<file path="config.mk">
export PLATFORM = sky130hd
export DESIGN_NAME = tone_period_detector
export DESIGN_NICKNAME = d
export VERILOG_FILES = /design/src/rtl/piano_notes_pkg.sv /design/src/rtl/tone_period_detector_sync.sv /design/src/rtl/tone_period_detector.sv
export SDC_FILE = /design/constraint.sdc
export NUM_CORES = 1
export LEC_CHECK = 0
export CORE_MARGIN = 5
export CORE_UTILIZATION = 30
export DETAILED_ROUTE_END_ITERATION = 16
export GPL_ROUTABILITY_DRIVEN = 0
export PLACE_DENSITY = 0.47
export SLEW_MARGIN = 20
export SYNTH_ARGS = -nofsm -noshare
export SYNTH_HDL_FRONTEND = slang
export SYNTH_SLANG_ARGS = --single-unit
</file>
<file path="constraint.sdc">
create_clock -name clk -period 5.15 [get_ports clk]
set_input_delay 1.03 -clock clk [delete_from_list [all_inputs] [get_ports clk]]
set_output_delay 1.03 -clock clk [all_outputs]
set_load 0.01 [all_outputs]
</file>
<file path="src/rtl/piano_notes_pkg.sv">
// Shared note table and detector constants for the C5..B5 tone generators and detector.
// Note periods are full periods in clk cycles: 2*(CLK_HZ/2/f + 1).
package piano_notes_pkg;

    localparam int unsigned NUM_NOTES      = 12;
    localparam int unsigned CLK_HZ         = 50_000_000;
    localparam int unsigned TOL_DEF        = 1024;
    localparam int unsigned MIN_PERIOD_DEF = 2000;
    localparam int unsigned PERIOD_MAX_DEF = 131071;
    localparam int unsigned CONFIRM_N      = 2;

    typedef enum logic [1:0] {
        ST_IDLE,
        ST_ARMED,
        ST_MEAS,
        ST_CLASS
    } det_state_e;

    function automatic int unsigned note_hz(input int unsigned i);
        case (i)
            0:       return 523;
            1:       return 554;
            2:       return 587;
            3:       return 622;
            4:       return 659;
            5:       return 698;
            6:       return 740;
            7:       return 784;
            8:       return 831;
            9:       return 880;
            10:      return 932;
            default: return 988;
        endcase
    endfunction

    function automatic int unsigned note_period(input int unsigned clk_hz,
                                                input int unsigned i);
        return 2 * (clk_hz / 2 / note_hz(i) + 1);
    endfunction

    localparam logic [16:0] NOTE_PERIOD [NUM_NOTES] = '{
        17'(note_period(CLK_HZ, 0)),  17'(note_period(CLK_HZ, 1)),
        17'(note_period(CLK_HZ, 2)),  17'(note_period(CLK_HZ, 3)),
        17'(note_period(CLK_HZ, 4)),  17'(note_period(CLK_HZ, 5)),
        17'(note_period(CLK_HZ, 6)),  17'(note_period(CLK_HZ, 7)),
        17'(note_period(CLK_HZ, 8)),  17'(note_period(CLK_HZ, 9)),
        17'(note_period(CLK_HZ, 10)), 17'(note_period(CLK_HZ, 11))
    };

endpackage

</file>
<file path="src/rtl/tone_period_detector_sync.sv">
// Two-flop synchronizer for the tone pin followed by a rising-edge pulse.
module tone_sync_edge (
    input  logic clk,
    input  logic reset,
    input  logic d_i,
    output logic rise_o
);

    logic s1_q;
    logic s2_q;
    logic s3_q;

    always_ff @(posedge clk or posedge reset) begin
        if (reset) begin
            s1_q <= 1'b0;
            s2_q <= 1'b0;
            s3_q <= 1'b0;
        end else begin
            s1_q <= d_i;
            s2_q <= s1_q;
            s3_q <= s2_q;
        end
    end

    assign rise_o = s2_q & ~s3_q;

endmodule

</file>
<file path="src/rtl/tone_period_detector.sv">
// Measures a square-wave tone period and classifies it as C5..B5.
// Define NOTE_DET_HYST_EN to require CONFIRM_N identical results before updating.
module tone_period_detector #(
    parameter int unsigned CLK_FREQ_HZ = piano_notes_pkg::CLK_HZ,
    parameter int unsigned TOL         = piano_notes_pkg::TOL_DEF,
    parameter int unsigned MIN_PERIOD  = piano_notes_pkg::MIN_PERIOD_DEF,
    parameter int unsigned PERIOD_MAX  = piano_notes_pkg::PERIOD_MAX_DEF
) (
    input  logic        clk,
    input  logic        reset,
    input  logic        tone_in,
    output logic [16:0] period,
    output logic [3:0]  note_idx,
    output logic        note_valid,
    output logic        note_change
);

    import piano_notes_pkg::*;

    localparam logic [16:0] CNT_MAX  = 17'(PERIOD_MAX);
    localparam logic [16:0] CNT_MIN  = 17'(MIN_PERIOD);
    localparam logic [17:0] TOL_W    = 18'(TOL);
    localparam logic [3:0]  LAST_IDX = 4'(NUM_NOTES - 1);

    logic rise;

    tone_sync_edge u_sync (
        .clk    (clk),
        .reset  (reset),
        .d_i    (tone_in),
        .rise_o (rise)
    );

    logic [16:0] np [NUM_NOTES];

    for (genvar g = 0; g < NUM_NOTES; g++) begin : g_np
        assign np[g] = 17'(note_period(CLK_FREQ_HZ, g));
    end

    det_state_e  state_q, state_d;
    logic [16:0] cnt_q, cnt_d;
    logic [16:0] period_q, period_d;
    logic [3:0]  scan_q, scan_d;
    logic [3:0]  idx_q, idx_d;
    logic        valid_q, valid_d;
    logic        chg_q, chg_d;

    logic signed [17:0] diff;
    logic [17:0]        mag;
    logic               hit;
    logic               done;
    logic               timeout;
    logic               apply;

`ifdef NOTE_DET_HYST_EN
    localparam logic [3:0] CONFIRM_W = 4'(CONFIRM_N);

    logic [4:0] cand_q, cand_d, cand;
    logic [3:0] run_q, run_d, run_n;
`endif

    // 18-bit signed difference so neither side can wrap
    always_comb begin
        diff = $signed({1'b0, period_q}) - $signed({1'b0, np[scan_q]});
        mag  = diff[17] ? -diff : diff;
        hit  = mag <= TOL_W;
    end

    always_comb begin
        state_d  = state_q;
        cnt_d    = (cnt_q == CNT_MAX) ? cnt_q : cnt_q + 17'd1;
        period_d = period_q;
        scan_d   = scan_q;
        idx_d    = idx_q;
        valid_d  = valid_q;
        done     = 1'b0;
        timeout  = 1'b0;
        apply    = 1'b0;
`ifdef NOTE_DET_HYST_EN
        cand_d   = cand_q;
        run_d    = run_q;
`endif

        unique case (state_q)
            ST_IDLE: begin
                if (rise) begin
                    cnt_d   = 17'd1;
                    state_d = ST_ARMED;
                end
            end
            ST_ARMED, ST_MEAS: begin
                if (rise && cnt_q >= CNT_MIN) begin
                    period_d = cnt_q;
                    cnt_d    = 17'd1;
                    scan_d   = 4'd0;
                    state_d  = ST_CLASS;
                end else if (cnt_q == CNT_MAX) begin
                    timeout = 1'b1;
                    state_d = ST_IDLE;
                end
            end
            ST_CLASS: begin
                if (rise) begin
                    cnt_d = 17'd1;
                end
                if (hit || scan_q == LAST_IDX) begin
                    done    = 1'b1;
                    state_d = ST_MEAS;
                end else begin
                    scan_d = scan_q + 4'd1;
                end
            end
            default: state_d = ST_IDLE;
        endcase

        if (timeout) begin
            valid_d = 1'b0;
        end

`ifdef NOTE_DET_HYST_EN
        cand  = hit ? {1'b1, scan_q} : 5'd0;
        run_n = (cand != cand_q) ? 4'd1 :
                (run_q >= CONFIRM_W) ? run_q : run_q + 4'd1;
        if (timeout) begin
            cand_d = 5'd0;
            run_d  = 4'd0;
        end else if (done) begin
            cand_d = cand;
            run_d  = run_n;
            apply  = run_n >= CONFIRM_W;
        end
`else
        apply = done;
`endif

        if (apply) begin
            if (hit) begin
                valid_d = 1'b1;
                idx_d   = scan_q;
            end else begin
                valid_d = 1'b0;
            end
        end

        chg_d = {valid_d, idx_d} != {valid_q, idx_q};
    end

    always_ff @(posedge clk or posedge reset) begin
        if (reset) begin
            state_q  <= ST_IDLE;
            cnt_q    <= '0;
            period_q <= '0;
            scan_q   <= '0;
            idx_q    <= '0;
            valid_q  <= 1'b0;
            chg_q    <= 1'b0;
        end else begin
            state_q  <= state_d;
            cnt_q    <= cnt_d;
            period_q <= period_d;
            scan_q   <= scan_d;
            idx_q    <= idx_d;
            valid_q  <= valid_d;
            chg_q    <= chg_d;
        end
    end

`ifdef NOTE_DET_HYST_EN
    always_ff @(posedge clk or posedge reset) begin
        if (reset) begin
            cand_q <= '0;
            run_q  <= '0;
        end else begin
            cand_q <= cand_d;
            run_q  <= run_d;
        end
    end
`endif

    assign period      = period_q;
    assign note_idx    = idx_q;
    assign note_valid  = valid_q;
    assign note_change = chg_q;

endmodule

</file>
* Word level (Yosys, flattened, before mapping)
Memories as Yosys holds them, arrays and structs flattened.
Cells that the tools add are included.
** Word-level totals
- Bits in registers :: 49
- Latch bits :: 0
- Memory bits (writable) :: 0
- Bits in read-only memories :: 272
- Input port bits :: 3
- Memories kept :: 1
** Memory list
- (no name shown) :: words 16, width 17, read ports 1, clocked after memory_dff 0, wr ports 0, line tone_period_detector.sv:64 : diff = $signed({1'b0, period_q}) - $signed({1'b0, np[scan_q]});
** Cells by class
- Add/subtract/negate cells :: 4
- $mul :: 0
- Div/mod/pow operators :: 0
- Order comparisons :: 3
- Eq/ne operators :: 11
- Shift operators :: 0
- Muxes and demuxes :: 25
- Bitwise logic cells :: 3
- Reductions and logical operators :: 9
** Operators with widths (count)
- 17-bit two-way mux :: 5
- 17-bit case mux with 2 select lines :: 1
- 18-bit by 11-bit less-or-equal comparator with 1-bit output (second input constant) :: 1
- 18-bit two-way mux :: 1
- 18-bit negation :: 1
- 17-bit by 17-bit subtractor with 18-bit output :: 1
- 17-bit by 1-bit adder with 17-bit output (second input constant) :: 1
- 17-bit == test (second input constant) :: 1
- 17-bit by 11-bit >= comparator with 1-bit output (second input constant) :: 1
- 4-bit two-way mux :: 4
- 1-bit two-way mux :: 8
- 2-bit two-way mux :: 4
- 2-bit inequality test (second input constant) :: 4
- 4-bit case mux with 2 select lines :: 1
- 2-bit case mux with 3 select lines :: 1
- 3-bit AND reduction :: 2
- 5-bit >= comparator (second input constant) :: 1
- 5-bit inequality test :: 1
- 4-bit inverter with 5-bit output :: 1
- 4-bit by 1-bit adder with 4-bit output (second input constant) :: 1
- 2-bit == test (second input constant) :: 2
- 4-bit == test (second input constant) :: 1
- 2-bit OR reduction :: 2
- 3-bit inequality test (second input constant) :: 1
- other kinds (8) :: 8

* Logic depth before layout (Yosys ltp)
- Depth in word-level cells :: 13
- Gate-level depth with buffers :: 19
- Mapped depth without buffers :: 17

* Modules after synthesis
From an unflattened synthesis, not the netlist that was laid out.
** Second synthesis, totals
- Cell total of the unflattened synthesis :: 394
- Area, all modules :: 3562.2 sq um
** By module, submodules not included
- tone_period_detector :: instances 1, cells an instance 389, area an instance 3469.6 sq um
- tone_sync_edge :: instances 1, cells an instance 5, area an instance 92.6 sq um

* Worst setup path after synthesis
No wires, ideal clock.
- Path type :: flip-flop to flip-flop
- Start point :: register scan_q[0]
- End point :: register idx_q[0], in the netlist note_idx[0]
- Setup time :: 0.125 ns
- Arrival time :: 4.665 ns
- Data required time :: 5.025 ns
- Path slack :: 0.360 ns
- Cell stages (with the launch flop) :: 19
- Path buffers :: 3
- Period minus slack after synthesis :: 4.790 ns
- Cells stage by stage :: dfrtp_1 > clkbuf_1 > inv_1 > ha_1 > a21oi_1 > o21a_1 > ha_1 > buf_6 > a21oi_1 > o31ai_2 > a211oi_2 > o21ai_2 > a21o_1 > a311o_1 > or4_4 > a221oi_4 > and2_1 > buf_6 > mux2_4
** Between the ends
- Word-level cells in the longest chain between the ends :: 12
** Ends and longest elaborated chain
- start: declaration :: line tone_period_detector.sv:43 : logic [3:0] scan_q, scan_d;
- start signal: assignment :: line tone_period_detector.sv:161 : scan_q <= scan_d;
- 4-bit inverter with 5-bit output (not written as such) :: line tone_period_detector.sv:64
- memory read 16 x 17 bit
- 17-bit two-way mux (not written as such) (2 in a row) :: line tone_period_detector.sv:64
- 17-bit by 17-bit subtractor with 18-bit output :: line tone_period_detector.sv:64
- 18-bit negation :: line tone_period_detector.sv:65 : mag = diff[17] ? -diff : diff;
- 18-bit two-way mux :: line tone_period_detector.sv:65
- 18-bit by 11-bit less-or-equal comparator with 1-bit output :: line tone_period_detector.sv:66 : hit = mag <= TOL_W;
- 1-bit logical OR :: line tone_period_detector.sv:106 : if (hit || scan_q == LAST_IDX) begin
- 1-bit two-way mux :: line tone_period_detector.sv:106
- 1-bit two-way mux :: line tone_period_detector.sv:84 : unique case (state_q)
- 4-bit two-way mux (*) :: line tone_period_detector.sv:136 : if (apply) begin
- net idx_d[0] :: line tone_period_detector.sv:44 : logic [3:0] idx_q, idx_d;
- end signal: assignment :: line tone_period_detector.sv:162 : idx_q <= idx_d;
- end: declaration :: line tone_period_detector.sv:44
Mark *: on every way through the listed nets, which the timed path passes. The rest lies on a longest branch. The select of a mux whose other input is x is not followed.
A chain may end at the register's enable or synchronous reset.

* Worst setup path in the final report
- Start point :: register scan_q[0]
- End point :: register state_q[1]
** Between the ends
- Word-level cells in the longest chain between the ends :: 11
** Ends and longest elaborated chain
- 4-bit inverter with 5-bit output (not written as such) :: line tone_period_detector.sv:64
- memory read 16 x 17 bit
- 17-bit two-way mux (not written as such) (2 in a row) :: line tone_period_detector.sv:64
- 17-bit by 17-bit subtractor with 18-bit output :: line tone_period_detector.sv:64
- 18-bit negation :: line tone_period_detector.sv:65
- 18-bit two-way mux :: line tone_period_detector.sv:65
- 18-bit by 11-bit less-or-equal comparator with 1-bit output :: line tone_period_detector.sv:66
- 1-bit logical OR (*) :: line tone_period_detector.sv:106
- 2-bit inequality test (no source line) (*)
- 3-bit AND reduction (no source line) (*)
- end signal: assignment :: line tone_period_detector.sv:158 : state_q <= state_d;
- end: declaration :: line tone_period_detector.sv:40 : det_state_e state_q, state_d;
Every way passes the cells marked *; elsewhere a longest branch is shown, timed or not. The select of a mux whose other input is x is not followed.

==> reports/qor.yml <==
global_routing:
  grt_pass1_vias: 2864
  grt_max_degree: 50
  grt_pass1_wl_mm: 14.2
  grt_overflow: 0
  track_usage: 0.121
  antenna_found_initial: 0
floorplanning:
  core_area_sq_mm: 0.0120
  die_w_um: 120
  num_io_pins: 26
  die_h_um: 120
  initial_core_util: 0.305
  dieArea_sq_mm: 0.0145
  num_rows: 40
detailed_routing:
  routed_via_density: 5.03
  wire_per_inst_um: 15.1
  drtIter0Drc: 169
  dr.pass1.iters: 4
  antenna_left: 0
  wirelength_mm: 8.76
  num_vias: 2913
  drc: 0
worst_setup_path:
  cp.arrival_ns: 4.92
  cp.buffers_inverters: 2
  slowest_stage: "or4_4"
  crit_end: "state_q[1]$_DFFE_PP0P_"
  cp.depth: 16
  cp.required_ns: 5.32
  critPathMaxFanout: 11
  r2r_cells: 16
  start_kind: "flop"
  slowest_delay_ns: 0.53
  rrSetupSlack_ns: 0.40
  r2r_start: "scan_q[0]$_DFFE_PP0P_"
  critPathTopFamily: "compound AO/OA/AOI/OAI gates"
  timing.rr.end: "state_q[1]$_DFFE_PP0P_"
  path_cells: "inv_1 -> ha_1 -> a21oi_1 -> o21a_1 -> ha_1 -> a21oi_1 -> o31ai_2 -> a211oi_2 -> o21ai_2 -> a21o_1 -> a311o_1 -> or4_4 -> a221oi_4 -> buf_4 -> o21bai_1 -> a221o_1"
  endpoint_kind: "flop"
  critPathKind: "reg2reg"
  startpoint: "scan_q[0]$_DFFE_PP0P_"
layout:
  register_area_sq_mm: 0.00123
  final_nets: 465
  syn_to_final_growth_pct: 15.3
  stdcell_count: 579
  num-fill-cells: 1246
  multi_input_area_sq_mm: 0.00225
  layout-drive-gt1-share: 0.116
  antennaDiodeCount: 0
clock_network:
  numCtsBuffers: 5
  root_buffer: "clkbuf_16"
  clk_pin_slew_ns: 0.07
  h-tree-depth: 2
  holdBufCountCts: 0
  cts_tree: "yes"
  cts_sinks: 49
  cts.path.max_buffers: 2
  worstSkewPairLatency_ns: 0.28
synth:
  synth_enable_flop_cells: 0
  ys_seq_area_frac: 0.336
  async_reset_ff_frac: 1.00
  yosysWarnings: 0
  synth_area_per_cell_sq_um: 8.97
  synth-main-ff-cell: "dfrtp_1"
  ys_ff_latch: 49
  postSynthCellCount: 407
  synth_nets: 440
  synth_cell_type_count: 56
  synth_area_sq_mm: 0.00365
worst_hold_path:
  min_path_type: "reg2reg"
power_and_ir_drop:
  p_seq_frac: 0.487
  p_leak_uw: 0.00192
  pwr-share-clk: 0.361
  vdd_drop_max_mv: 0.121
  power_frac_comb: 0.152
  power_density_mw_per_mm2: 213
  netSwitchingFraction: 0.266
  p_int_uw: 658
  p_sw_uw: 238
sta:
  fin_ws_ns: 0.405
  fin_crit_ns: 4.75
  grt_setup_unrepaired: "no"
  hold_viol: 0
  fmax_mhz: 211
  slew_headroom: 0.430
  fin_crit_sh: 0.921
  slew_violations: 0
  tns_ns: 0
  clock_skew_ns: 0.00613
  worstMarginPinSlew_ns: 0.853
  setup_viol: 0
job:
  drv_cap: 0
placed_design:
  numPortBuffers: 25
  dp.cells: 572
  dp_hpwl_mm: 6.78
  post-place-ws_ns: 0.272
status:
  status: "completed"
-- state kept, by name (all words and copies together) (netlist names) --
name / count
cnt_q: 17
note_change: 1
note_idx: 4
note_valid: 1
period: 17
scan_q: 4
state_q: 2
u_sync.s1_q: 1
u_sync.s2_q: 1
u_sync.s3_q: 1
-- worst min-delay path by stage --
stage	from	endpoint	slack, ns	cells past startpoint
global placement	u_sync.s1_q$_DFF_PP0_	u_sync.s2_q$_DFF_PP0_	0.33	0
floorplan	u_sync.s1_q$_DFF_PP0_	u_sync.s2_q$_DFF_PP0_	0.33	0
global route	u_sync.s1_q$_DFF_PP0_	u_sync.s2_q$_DFF_PP0_	0.37	0
CTS	u_sync.s1_q$_DFF_PP0_	u_sync.s2_q$_DFF_PP0_	0.35	0
detailed placement	u_sync.s1_q$_DFF_PP0_	u_sync.s2_q$_DFF_PP0_	0.34	0
finish	u_sync.s1_q$_DFF_PP0_	u_sync.s2_q$_DFF_PP0_	0.35	0
-- cells in the mapped netlist, types with 4 or more instances --
cell | instances | area [sq um]
dfrtp_1 | 49 | 1230
nor2_1 | 42 | 158
a21oi_1 | 30 | 150
nand2_1 | 30 | 113
ha_1 | 29 | 363
inv_1 | 26 | 97.6
o21ai_0 | 20 | 100
mux2_2 | 19 | 214
nand3_1 | 16 | 80.1
xor2_1 | 13 | 114
clkbuf_1 | 11 | 41.3
nor3_1 | 11 | 55.1
xnor2_1 | 11 | 96.3
nand2b_1 | 8 | 50.1
mux2i_1 | 6 | 60.1
nand4_1 | 6 | 37.5
a21o_1 | 5 | 37.5
and3_1 | 5 | 31.3
nor4_1 | 5 | 31.3
and2_1 | 4 | 25.0
mux2_4 | 4 | 60.1
o211ai_1 | 4 | 30.0
-- area by class of cell --
type | instances | area share
inverter | 26 | 0.0235
tap | 147 | 0.0437
sequential | 49 | 0.292
clock buffer | 7 | 0.0339
multi-input combinational | 318 | 0.535
timing repair buffer | 32 | 0.0720
-- what timing repair did --
item | 4_1_cts | 5_1_grt
setup endpoints to repair | 0 | 5
resized for setup | 0 | 2
buffers inserted | 0 | 0
-- cell usage in the layout, fill, tap and decap left out, types with 2 or more instances in the layout --
cell type / Yosys / final
a211o_1: 2 / 2
a211oi_1: 3 / 3
a211oi_2: 2 / 2
a21boi_0: 2 / 2
a21o_1: 5 / 5
a21oi_1: 30 / 30
a22o_1: 2 / 2
a31o_2: 2 / 2
and2_1: 4 / 3
and3_1: 5 / 5
and4_1: 3 / 3
buf_4: 0 / 7
clkbuf_16: 0 / 5
clkdlybuf4s50_1: 0 / 25
dfrtp_1: 49 / 48
ha_1: 29 / 29
inv_1: 26 / 25
mux2_2: 19 / 19
mux2_4: 4 / 4
mux2i_1: 6 / 6
nand2_1: 30 / 30
nand2b_1: 8 / 8
nand3_1: 16 / 16
nand3b_1: 3 / 3
nand4_1: 6 / 6
nor2_1: 42 / 42
nor2b_1: 3 / 3
nor3_1: 11 / 11
nor4_1: 5 / 5
o211ai_1: 4 / 4
o21a_1: 3 / 3
o21ai_0: 20 / 20
o21bai_1: 3 / 3
xnor2_1: 11 / 11
xor2_1: 13 / 13
-- metal layers --
metal / part of all wire / GRT usage / up-vias
li1: - / - / 1494
met1: 0.50 / 0.169 / 1379
met2: 0.46 / 0.196 / 29
met3: 0.017 / 0.0159 / 11
met4: 0.017 / 0.0375 / 0
met5: 0 / 0 / -
-- power groups by stage --
stage          sequential [uW]  clock, uW  combinational (uW)
2_1_floorplan              437          0                 112
3_3_place_gp               444          0                 139
3_5_place_dp               444          0                 138
4_1_cts                    437        337                 139
5_1_grt                    441        353                 160
6_report                   437        324                 136
-- logic make-up after synthesis --
family | Yosys count | synth area share
simple gates | 141 | 0.189
compound gates | 93 | 0.171
xor+xnor | 24 | 0.0576
buf+inv | 40 | 0.0473
fa+ha+maj | 31 | 0.108
mux | 29 | 0.0915
flops | 49 | 0.336
-- worst register-to-register path, cell delays in order (launching register included) --
cell,delay [ns]
dfrtp_2,0.47
inv_1,0.08
ha_1,0.42
a21oi_1,0.12
o21a_1,0.20
ha_1,0.37
a21oi_1,0.31
o31ai_2,0.14
a211oi_2,0.36
o21ai_2,0.10
a21o_1,0.23
a311o_1,0.34
or4_4,0.53
a221oi_4,0.30
buf_4,0.21
o21bai_1,0.12
a221o_1,0.35
-- metrics by stage --
| stage | hold WS [ns] | instance area (sq um) | total power, uW | util |
|---|---|---|---|---|
| 2_1_floorplan | 0.331 | 3650 | 550 | - |
| 3_3_place_gp | 0.333 | 4060 | 583 | 0.340 |
| 3_5_place_dp | 0.340 | 4060 | 583 | 0.340 |
| 4_1_cts | 0.355 | 4200 | 914 | 0.351 |
| 5_1_grt | 0.368 | 4210 | 954 | 0.352 |
| 6_report | 0.351 | 4210 | 896 | 0.352 |
Note: power is estimated with default switching activity, not from simulation.
